--- src/rtl/axis_dwidth_down_if.sv ---
// AXI-Stream bundle shared by the wide input and narrow output of axis_dwidth_down.
// Handshake: a transfer happens on any rising clock edge where valid and ready are both 1; once valid rises, data/keep/last hold until that edge.
interface axis_dwidth_down_if #(
    parameter int DATA_WIDTH = 64,
    parameter int KEEP_WIDTH = DATA_WIDTH / 8
);
    logic                  valid;
    logic [DATA_WIDTH-1:0] data;
    logic [KEEP_WIDTH-1:0] keep;
    logic                  last;
    logic                  ready;

    modport master (output valid, output data, output keep, output last, input ready);
    modport slave  (input valid, input data, input keep, input last, output ready);
endinterface

--- src/rtl/axis_dwidth_down.sv ---
// AXI-Stream width down-converter: one wide beat is held and issued as narrow chunks, lowest lane first.
// Define AXIS_DWIDTH_DOWN_SKIP_EN to drop chunks whose keep slice is all zero.
module axis_dwidth_down #(
    parameter int IN_WIDTH       = 512,
    parameter int OUT_WIDTH      = 64,
    parameter int IN_KEEP_WIDTH  = IN_WIDTH / 8,
    parameter int OUT_KEEP_WIDTH = OUT_WIDTH / 8,
    localparam int RATIO         = IN_WIDTH / OUT_WIDTH,
    localparam int IDX_W         = $clog2(RATIO)
) (
    input  logic               aclk,
    input  logic               sync_rst_n,
    axis_dwidth_down_if.slave  s_axis,
    axis_dwidth_down_if.master m_axis,
    output logic               dbg_state,
    output logic [IDX_W-1:0]   dbg_idx
);

    typedef enum logic {
        EMPTY = 1'b0,
        SEND  = 1'b1
    } state_t;

    state_t                    state;
    logic [IDX_W-1:0]          idx;
    logic [IN_WIDTH-1:0]       hold_data;
    logic [IN_KEEP_WIDTH-1:0]  hold_keep;
    logic                      hold_last;

    logic                      full;
    logic                      is_final;
    logic [IDX_W-1:0]          next_idx;
    logic [IDX_W-1:0]          load_idx;
    logic                      load_full;
    logic                      in_hs;
    logic                      out_hs;

    assign full = (state == SEND);

`ifdef AXIS_DWIDTH_DOWN_SKIP_EN
    logic [RATIO-1:0] hold_nz;
    logic [RATIO-1:0] in_nz;

    always_comb begin
        for (int i = 0; i < RATIO; i++) begin
            hold_nz[i] = |hold_keep[i*OUT_KEEP_WIDTH +: OUT_KEEP_WIDTH];
            in_nz[i]   = |s_axis.keep[i*OUT_KEEP_WIDTH +: OUT_KEEP_WIDTH];
        end
    end

    // Scanning downwards leaves the lowest qualifying lane in each result.
    always_comb begin
        is_final = 1'b1;
        next_idx = idx;
        load_idx = '0;
        for (int i = RATIO - 1; i >= 0; i--) begin
            if (hold_nz[i] && (i > int'(idx))) begin
                is_final = 1'b0;
                next_idx = IDX_W'(i);
            end
            if (in_nz[i]) begin
                load_idx = IDX_W'(i);
            end
        end
    end

    // An all-empty beat only occupies the register when it must carry last.
    assign load_full = (|in_nz) | s_axis.last;
`else
    assign is_final  = (idx == IDX_W'(RATIO - 1));
    assign next_idx  = idx + IDX_W'(1);
    assign load_idx  = '0;
    assign load_full = 1'b1;
`endif

    assign s_axis.ready = sync_rst_n & (~full | (m_axis.ready & is_final));
    assign in_hs        = s_axis.valid & s_axis.ready;
    assign out_hs       = full & m_axis.ready;

    always_ff @(posedge aclk) begin
        if (!sync_rst_n) begin
            state     <= EMPTY;
            idx       <= '0;
            hold_data <= '0;
            hold_keep <= '0;
            hold_last <= 1'b0;
        end else if (in_hs && load_full) begin
            state     <= SEND;
            idx       <= load_idx;
            hold_data <= s_axis.data;
            hold_keep <= s_axis.keep;
            hold_last <= s_axis.last;
        end else if (out_hs) begin
            // A dropped empty beat arriving here coincides with a final chunk, so EMPTY is right.
            if (is_final) begin
                state <= EMPTY;
                idx   <= '0;
            end else begin
                idx <= next_idx;
            end
        end
    end

    assign m_axis.valid = full;
    assign m_axis.data  = hold_data[int'(idx)*OUT_WIDTH +: OUT_WIDTH];
    assign m_axis.keep  = hold_keep[int'(idx)*OUT_KEEP_WIDTH +: OUT_KEEP_WIDTH];
    assign m_axis.last  = full & hold_last & is_final;

    assign dbg_state = state;
    assign dbg_idx   = idx;

endmodule

--- src/flat_wrapper.sv ---
// flat-port wrapper written by rule: the top's interface ports become plain ports
module axis_dwidth_down_flat 
#(
    parameter int IN_WIDTH       = 512,
    parameter int OUT_WIDTH      = 64,
    parameter int IN_KEEP_WIDTH  = IN_WIDTH / 8,
    parameter int OUT_KEEP_WIDTH = OUT_WIDTH / 8,
    localparam int RATIO         = IN_WIDTH / OUT_WIDTH,
    localparam int IDX_W         = $clog2(RATIO)
)
  (aclk, sync_rst_n, dbg_state, dbg_idx, s_axis_valid, s_axis_data, s_axis_keep, s_axis_last, s_axis_ready, m_axis_valid, m_axis_data, m_axis_keep, m_axis_last, m_axis_ready);
  axis_dwidth_down_if #(.DATA_WIDTH(512)) s_axis_i ();
  axis_dwidth_down_if #(.DATA_WIDTH(64)) m_axis_i ();
  input  logic aclk;
  input  logic sync_rst_n;
  output logic dbg_state;
  output logic [IDX_W-1:0] dbg_idx;
  input wire logic [$bits(s_axis_i.valid)-1:0] s_axis_valid;
  input wire logic [$bits(s_axis_i.data)-1:0] s_axis_data;
  input wire logic [$bits(s_axis_i.keep)-1:0] s_axis_keep;
  input wire logic [$bits(s_axis_i.last)-1:0] s_axis_last;
  output wire logic [$bits(s_axis_i.ready)-1:0] s_axis_ready;
  output wire logic [$bits(m_axis_i.valid)-1:0] m_axis_valid;
  output wire logic [$bits(m_axis_i.data)-1:0] m_axis_data;
  output wire logic [$bits(m_axis_i.keep)-1:0] m_axis_keep;
  output wire logic [$bits(m_axis_i.last)-1:0] m_axis_last;
  input wire logic [$bits(m_axis_i.ready)-1:0] m_axis_ready;
  assign s_axis_i.valid = s_axis_valid;
  assign s_axis_i.data = s_axis_data;
  assign s_axis_i.keep = s_axis_keep;
  assign s_axis_i.last = s_axis_last;
  assign s_axis_ready = s_axis_i.ready;
  assign m_axis_valid = m_axis_i.valid;
  assign m_axis_data = m_axis_i.data;
  assign m_axis_keep = m_axis_i.keep;
  assign m_axis_last = m_axis_i.last;
  assign m_axis_i.ready = m_axis_ready;
  axis_dwidth_down #(.IN_WIDTH(IN_WIDTH), .OUT_WIDTH(OUT_WIDTH), .IN_KEEP_WIDTH(IN_KEEP_WIDTH), .OUT_KEEP_WIDTH(OUT_KEEP_WIDTH)) u_core (.aclk(aclk), .sync_rst_n(sync_rst_n), .s_axis(s_axis_i), .m_axis(m_axis_i), .dbg_state(dbg_state), .dbg_idx(dbg_idx));
endmodule
--- config.mk ---
export PLATFORM = sky130hd
export DESIGN_NAME = axis_dwidth_down_flat
export DESIGN_NICKNAME = d
export VERILOG_FILES = /design/src/rtl/axis_dwidth_down_if.sv /design/src/rtl/axis_dwidth_down.sv /design/src/flat_wrapper.sv
export SDC_FILE = /design/constraint.sdc
export NUM_CORES = 1
export LEC_CHECK = 0
export CELL_PAD_IN_SITES_DETAIL_PLACEMENT = 2
export CELL_PAD_IN_SITES_GLOBAL_PLACEMENT = 2
export CORE_ASPECT_RATIO = 0.5
export CORE_MARGIN = 3
export CORE_UTILIZATION = 33
export DETAILED_ROUTE_END_ITERATION = 8
export GPL_TIMING_DRIVEN = 0
export MAX_ROUTING_LAYER = met4
export PLACE_DENSITY_LB_ADDON = 0.3
export SLEW_MARGIN = 20
export SYNTH_ARGS = -nofsm -noshare
export SYNTH_HDL_FRONTEND = slang
export SYNTH_SLANG_ARGS = --single-unit
export TNS_END_PERCENT = 5
--- constraint.sdc ---
create_clock -name aclk -period 4 [get_ports aclk]
set_input_delay 0.4 -clock aclk [delete_from_list [all_inputs] [get_ports aclk]]
set_output_delay 0.4 -clock aclk [all_outputs]
set_load 0.01 [all_outputs]
==> flow_summary.ini, run 1 <==
[run_status]
outcome = finished, final reports clean

[power]
sw_frac_of_total = 0.260
clkPwrFrac = 0.401
report.power.total_w = 0.0144
p_seq_frac = 0.446
power_density_normalized_to_cell_area_mw_per_mm2 = 390
power.internal_w = 0.0107
power.net_switching_w = 0.00375
irDropWorstVdd_v = 0.000282
comb_power_frac = 0.153
cellLeakagePower_nw = 15.8

[detailed_routing]
wirelength_um = 116000
routed_wire_length_per_instance_um = 25.0
vias_per_cell = 4.81
drtIter0Drc = 903
routed-via-count = 22200
detail_route.first_pass.iterations = 4
detail-route-antenna-nets = 0
drcViolationCount = 0

[timing]
clock.fmax_ghz = 0.267
timing.clock.skew_ps = 22.8
setup_tns_ps = 0
final_period_minus_worst_setup_slack_ps = 3740
worst_slew_pin_slew_ps = 967
setup_slack_ps = 260
worst_slew_margin_rel = 0.356
final.period_utilization = 0.935
timing.final.hold_violations = 0
timing.final.max_slew_violations = 0
setup_viol = 0
rsz0062_at_grt = no

[logic_synthesis]
netlist_area_mm2 = 0.0270
synth_fp_nets = 3301
ys_top_cells_by_area = sky130_fd_sc_hd__dfxtp_1 (43%), sky130_fd_sc_hd__mux2i_1 (21%), sky130_fd_sc_hd__mux4_2 (11%), sky130_fd_sc_hd__nand2_1 (8.1%), sky130_fd_sc_hd__inv_1 (8.0%)
synth_async_sr_flop_share = 0
synth-seq-area-share = 0.431
synth_cell_types = 21
synth_edf_count = 0
synth.avg_cell_area_um2 = 9.93
postSynth.topFlopCell = sky130_fd_sc_hd__dfxtp_1
synth_commonest_cells = sky130_fd_sc_hd__dfxtp_1 (581), sky130_fd_sc_hd__nand2_1 (581), sky130_fd_sc_hd__inv_1 (578), sky130_fd_sc_hd__mux2i_1 (578), sky130_fd_sc_hd__mux4_2 (131)
synth_cells = 2718
post_synthesis_register_bit_count = 581
yosysTopAreaCellShare = 0.431
yosys.area.top_type = sky130_fd_sc_hd__dfxtp_1
synthesis.yosys.warnings = 0

[cts]
clock-root-buffer = sky130_fd_sc_hd__clkbuf_16
post_cts_resize_count = 0
cts_max_path_buffers = 3
cts_post_setup_buffers_inserted = 0
clock_latency_on_the_worst_skew_pair_ps = 640
tritoncts = built
numCtsBuffers = 56
clock_tree.htree_level_count = 2
cts.clk_slew.worst_paths_ps = 70
cts.hold.buffers_added = 0
cts.sinks = 581

[setup_path]
critical_path_launch_point = u_core.dbg_idx[1]$_SDFFE_PP0P_
cp_data_required_time_ps = 3600
timing_worst_setup_path_type = reg -> out
timing.rr.start = u_core.dbg_idx[0]$_SDFFE_PP0P_
critical_path.startpoint_type = flip-flop
timing.critical_path.arrival_ps = 3340
regToRegSetupSlack_ps = 1350
critical_path_peak_fanout = 11
critPathCaptureType = primary output

[run]
maxcap_viol_count = 0

[grt]
grt_max_degree = 15
groute.layer.met1.usage = 0.284
met3_usage = 0.0306
number_of_antenna_violations_at_the_first_check_in_global_routing = 60
grt_util_all_layers = 0.267
global_route_wire_length_before_repair_um = 165000
top_usage_layer = met2
first_global_vias = 25500
gr_overflow_total = 0
grt_util_met2 = 0.487

[final_layout]
area_occupied_by_multi_input_gates_mm2 = 0.0122
sequential_cell_area_mm2 = 0.0116
final_net_count = 4017
drive_above_1_share = 0.114
layout_overhead_on_the_synthesized_area_pct = 37.2
fill_cells = 8518

[hold_path]
min_from = s_axis_data[222]
hold_path.class = in -> reg

[place]
gp_congestion = 0.836
io_buffers = 658
post-dp-hpwl_um = 85600
dp_slack_ps = 631

[die]
floorplan.initialDensity = 0.336
die-area_mm2 = 0.0854
design.core.area_mm2 = 0.0802
floorplan.io_pins = 660
chipHeight_um = 208
std_cell_rows = 73
horizontal_extent_of_the_die_um = 410
==> worst max-delay path: stages, from the launching register on <==
cell                              delay, ps
sky130_fd_sc_hd__dfxtp_1                360
sky130_fd_sc_hd__buf_4                  260
sky130_fd_sc_hd__buf_2                  420
sky130_fd_sc_hd__buf_2                  440
sky130_fd_sc_hd__mux4_2                 400
sky130_fd_sc_hd__mux2_2                 290
sky130_fd_sc_hd__clkdlybuf4s50_1        520
==> sequential cells by signal, indices dropped and copies added (netlist names) <==
signal            flops
u_core.dbg_idx        3
u_core.dbg_state      1
u_core.hold_data    512
u_core.hold_keep     64
u_core.hold_last      1
==> kinds of logic (layout without fill, tap and decap cells) <==
kind of cell    after synthesis  after routing  share of synthesized area
mux                         794            794                      0.367
buf+inv                     748           1510                      0.118
simple gates                588            588                     0.0821
flops                       581            581                      0.431
compound gates                5              5                    0.00125
fa+ha+maj                     2              2                   0.000927
other cells                   0             61                          0
==> power by group through the flow <==
stage / Sequential [W] / Combinational [W] / Clock (W)
2_1_floorplan: 0.00647 / 0.00106 / 0
5_1_grt: 0.00648 / 0.00237 / 0.00619
4_1_cts: 0.00643 / 0.00224 / 0.00589
6_report: 0.00644 / 0.00221 / 0.00579
3_5_place_dp: 0.00656 / 0.00221 / 0
3_3_place_gp: 0.00652 / 0.00214 / 0
==> worst paths after layout <==
path | to | cells after the start
worst min register to register | u_core.hold_data[231]$_SDFFE_PN0P_ | 2
worst max-delay path | m_axis_data[48] | 6
worst max register to register | u_core.hold_data[490]$_SDFFE_PN0P_ | 8
worst min-delay path | u_core.hold_data[222]$_SDFFE_PN0P_ | 3
==> final cells by class <==
type	count	area share
antenna	61	0.00412
buffer	170	0.0275
clock buffer	89	0.0466
clock inverter	15	0.00561
inverter	578	0.0586
multi-input combinational	1389	0.329
sequential	581	0.314
tap	1087	0.0367
timing repair buffer	658	0.178
==> cells in the final DEF (no fill, tap or decap) <==
master,instances
sky130_fd_sc_hd__mux2_2,72
sky130_fd_sc_hd__diode_2,61
sky130_fd_sc_hd__and3_1,1
sky130_fd_sc_hd__inv_1,578
sky130_fd_sc_hd__ha_1,2
sky130_fd_sc_hd__mux4_2,131
sky130_fd_sc_hd__nor2b_1,1
sky130_fd_sc_hd__bufinv_16,5
sky130_fd_sc_hd__buf_2,26
sky130_fd_sc_hd__dfxtp_1,581
sky130_fd_sc_hd__nand3_1,2
sky130_fd_sc_hd__a21oi_1,2
sky130_fd_sc_hd__o21a_1,1
sky130_fd_sc_hd__clkinv_2,8
sky130_fd_sc_hd__inv_6,2
sky130_fd_sc_hd__mux4_1,13
sky130_fd_sc_hd__mux2i_1,578
sky130_fd_sc_hd__nor2_1,3
sky130_fd_sc_hd__nand2_1,581
sky130_fd_sc_hd__clkbuf_8,18
sky130_fd_sc_hd__o21ai_0,1
sky130_fd_sc_hd__clkbuf_2,3
sky130_fd_sc_hd__buf_6,18
sky130_fd_sc_hd__buf_4,56
sky130_fd_sc_hd__clkdlybuf4s50_1,658
sky130_fd_sc_hd__clkbuf_16,57
sky130_fd_sc_hd__buf_1,2
sky130_fd_sc_hd__clkbuf_1,79
sky130_fd_sc_hd__a21boi_2,1
==> through the flow <==
| stage | instances | util | hold slack [ps] | area [um2] |
|---|---|---|---|---|
| global placement | 4463 | 0.436 | 439 | 34900 |
| global route | 4626 | 0.462 | 280 | 37000 |
| finish | 4628 | 0.462 | 302 | 37000 |
| floorplan | 2718 | - | 430 | 27000 |
| CTS | 4567 | 0.460 | 269 | 36900 |
| detailed placement | 4463 | 0.436 | 447 | 34900 |
==> per-layer routing <==
layer | vias up | share of wire
li1 | 10100 | -
met1 | 11400 | 0.38
met2 | 446 | 0.55
met3 | 212 | 0.028
met4 | 0 | 0.047
met5 | - | 0
Power figures use the tool's default switching activity.
==> run 2: changes to the inputs <==
--- a/config.mk
+++ b/config.mk
@@ -5,6 +5,7 @@
 export SDC_FILE = /design/constraint.sdc
 export NUM_CORES = 1
 export LEC_CHECK = 0
+export ABC_CLOCK_PERIOD_IN_PS = 4000
 export CELL_PAD_IN_SITES_DETAIL_PLACEMENT = 2
 export CELL_PAD_IN_SITES_GLOBAL_PLACEMENT = 2
 export CORE_ASPECT_RATIO = 0.5
@@ -14,6 +15,7 @@
 export GPL_TIMING_DRIVEN = 0
 export MAX_ROUTING_LAYER = met4
 export PLACE_DENSITY_LB_ADDON = 0.3
+export SKIP_LAST_GASP = 1
 export SLEW_MARGIN = 20
 export SYNTH_ARGS = -nofsm -noshare
 export SYNTH_HDL_FRONTEND = slang
==> results of run 2 <==
Final layout, timing and power as in run 1 (identical DEF).
==> run 3: changes to the inputs <==
--- a/config.mk
+++ b/config.mk
@@ -6,7 +6,7 @@
 export NUM_CORES = 1
 export LEC_CHECK = 0
 export ABC_CLOCK_PERIOD_IN_PS = 4000
-export CELL_PAD_IN_SITES_DETAIL_PLACEMENT = 2
+export CELL_PAD_IN_SITES_DETAIL_PLACEMENT = 1
 export CELL_PAD_IN_SITES_GLOBAL_PLACEMENT = 2
 export CORE_ASPECT_RATIO = 0.5
 export CORE_MARGIN = 3
@@ -15,6 +15,7 @@
 export GPL_TIMING_DRIVEN = 0
 export MAX_ROUTING_LAYER = met4
 export PLACE_DENSITY_LB_ADDON = 0.3
+export SKIP_CTS_REPAIR_TIMING = 1
 export SKIP_LAST_GASP = 1
 export SLEW_MARGIN = 20
 export SYNTH_ARGS = -nofsm -noshare
==> flow_summary.ini, run 3 (synthesized netlist as in run 1, its figures left out) <==
[final_layout]
final_net_count = 4017
fill_cells = 9100
drive_above_1_share = 0.114
largest_register = u_core.hold_data
sequential_cell_area_mm2 = 0.0116
area_occupied_by_multi_input_gates_mm2 = 0.0122
layout_overhead_on_the_synthesized_area_pct = 36.7
finish.instance_area_mm2 = 0.0369
layout.cells.most_common_list = sky130_fd_sc_hd__clkdlybuf4s50_1 (658), sky130_fd_sc_hd__nand2_1 (581), sky130_fd_sc_hd__dfxtp_1 (581), sky130_fd_sc_hd__inv_1 (578), sky130_fd_sc_hd__mux2i_1 (578)
leading_cell_type_in_the_layout_fill_and_taps_excluded = sky130_fd_sc_hd__clkdlybuf4s50_1
postLayoutCoreUtil = 0.460
largest_reg_flops = 512

[detailed_routing]
detail-route-antenna-nets = 0
routed-via-count = 21500
vias_per_cell = 4.67
wirelength_um = 105000
detail_route.first_pass.iterations = 5
drcViolationCount = 0
drtIter0Drc = 801
routed_wire_length_per_instance_um = 22.8

[grt]
grt_util_all_layers = 0.247
first_global_vias = 23600
gr_overflow_total = 0
number_of_antenna_violations_at_the_first_check_in_global_routing = 30
global_route_wire_length_before_repair_um = 152000
grt_max_degree = 16

[cts]
clock-root-buffer = sky130_fd_sc_hd__clkbuf_16
tritoncts = built
cts.sinks = 581
clock_tree.htree_level_count = 2
numCtsBuffers = 56
clock_latency_on_the_worst_skew_pair_ps = 620
cts.clk_slew.worst_paths_ps = 70
cts_max_path_buffers = 3

[timing]
final.period_utilization = 0.914
rsz0062_at_grt = no
setup_tns_ps = 0
worst_slew_margin_rel = 0.378
timing.final.hold_violations = 0
final_period_minus_worst_setup_slack_ps = 3660
timing.clock.skew_ps = 17.7
clock.fmax_ghz = 0.273
worst_slew_pin_slew_ps = 933
timing.final.max_slew_violations = 0
setup_viol = 0

[run_status]
outcome = finished, final reports clean

[setup_path]
cp_data_required_time_ps = 3600
critical-path-top-delay-family = buffers and inverters
crit_path_frequent_cell = sky130_fd_sc_hd__buf_2
critical_path.startpoint_type = flip-flop
timing_worst_setup_path_type = reg -> out
critPathCaptureType = primary output
timing.critical_path.arrival_ps = 3260
critical_path_peak_fanout = 11
crit_path_top_delay_cell = sky130_fd_sc_hd__clkdlybuf4s50_1
worstPathCellList = buf_4 -> buf_2 -> buf_2 -> mux4_2 -> mux2_2 -> clkdlybuf4s50_1
critical-path-max-stage-delay_ps = 580
critical_path_buf_inv_count = 4

[die]
std_cell_rows = 73
chipHeight_um = 208
floorplan.io_pins = 660
design.core.area_mm2 = 0.0802
die-area_mm2 = 0.0854
floorplan.initialDensity = 0.336
horizontal_extent_of_the_die_um = 410

[place]
io_buffers = 658
gp_congestion = 0.836
post-dp-hpwl_um = 80000
place_area_mm2 = 0.0349

[power]
cellLeakagePower_nw = 15.8
power_density_normalized_to_cell_area_mw_per_mm2 = 386
irDropWorstVdd_v = 0.000297

[hold_path]
hold_path.class = in -> reg

[run]
maxcap_viol_count = 0
-- run 3: changes by cell type in the layout (fill, tap and decap cells not counted), sizes merged --
| cell | before | now |
|---|---|---|
| diode | 61 | 30 |
| clkbuf | 157 | 143 |
| clkinvlp | 0 | 6 |
| clkinv | 8 | 10 |
| bufinv | 5 | 6 |
| inv | 580 | 579 |
-- run 3: per-layer routing --
layer / GRT usage / part of all wire / vias up / wire [um]
met3: 0.0262 / 0.025 / 145 / 2620
met1: 0.278 / 0.40 / 10900 / 42200
met5: - / 0 / - / 0
met2: 0.454 / 0.54 / 328 / 57000
li1: - / - / 10100 / -
met4: 0.0822 / 0.029 / 0 / 3010
-- run 3: report_power, final --
| part | switching, W | internal (W) | total (W) |
|---|---|---|---|
| Combinational | 0.000946 | 0.00121 | 0.00216 |
| Clock | 0.00246 | 0.00317 | 0.00564 |
| Sequential | 0.000220 | 0.00621 | 0.00643 |
| Total | 0.00363 | 0.0106 | 0.0142 |
-- run 3: final cells by class --
class	instances	area share
repair buffers	658	0.179
clock inverters	23	0.00770
well taps	1087	0.0369
diodes	30	0.00204
inverters	578	0.0588
clock buffers	75	0.0432
multi-input cells	1389	0.330
plain buffers	170	0.0276
flip-flops and latches	581	0.315
-- run 3: final timing paths --
check	from	to	slack [ps]	cells after the start
min	s_axis_data[485]	u_core.hold_data[485]$_SDFFE_PN0P_	330	3
min reg2reg	u_core.hold_data[310]$_SDFFE_PN0P_	u_core.hold_data[310]$_SDFFE_PN0P_	460	2
max	u_core.dbg_idx[1]$_SDFFE_PP0P_	m_axis_data[60]	340	6
max reg2reg	u_core.dbg_idx[0]$_SDFFE_PP0P_	u_core.hold_data[278]$_SDFFE_PN0P_	1460	8
-- run 3: per-stage QoR --
stage          hold slack (ps)  cells  total power [W]  setup WS (ps)
5_1_grt                    305   4588           0.0148            206
4_1_cts                    290   4561           0.0144            262
3_3_place_gp               439   4463          0.00866            551
3_5_place_dp               446   4463          0.00872            631
6_report                   332   4591           0.0142            343
2_1_floorplan              430   2718          0.00753           1980
-- run 3: tightest hold or removal path, cell delays in order --
cell and delay [ps]:
sky130_fd_sc_hd__clkdlybuf4s50_1 400, sky130_fd_sc_hd__inv_1 50, sky130_fd_sc_hd__mux2i_1 50
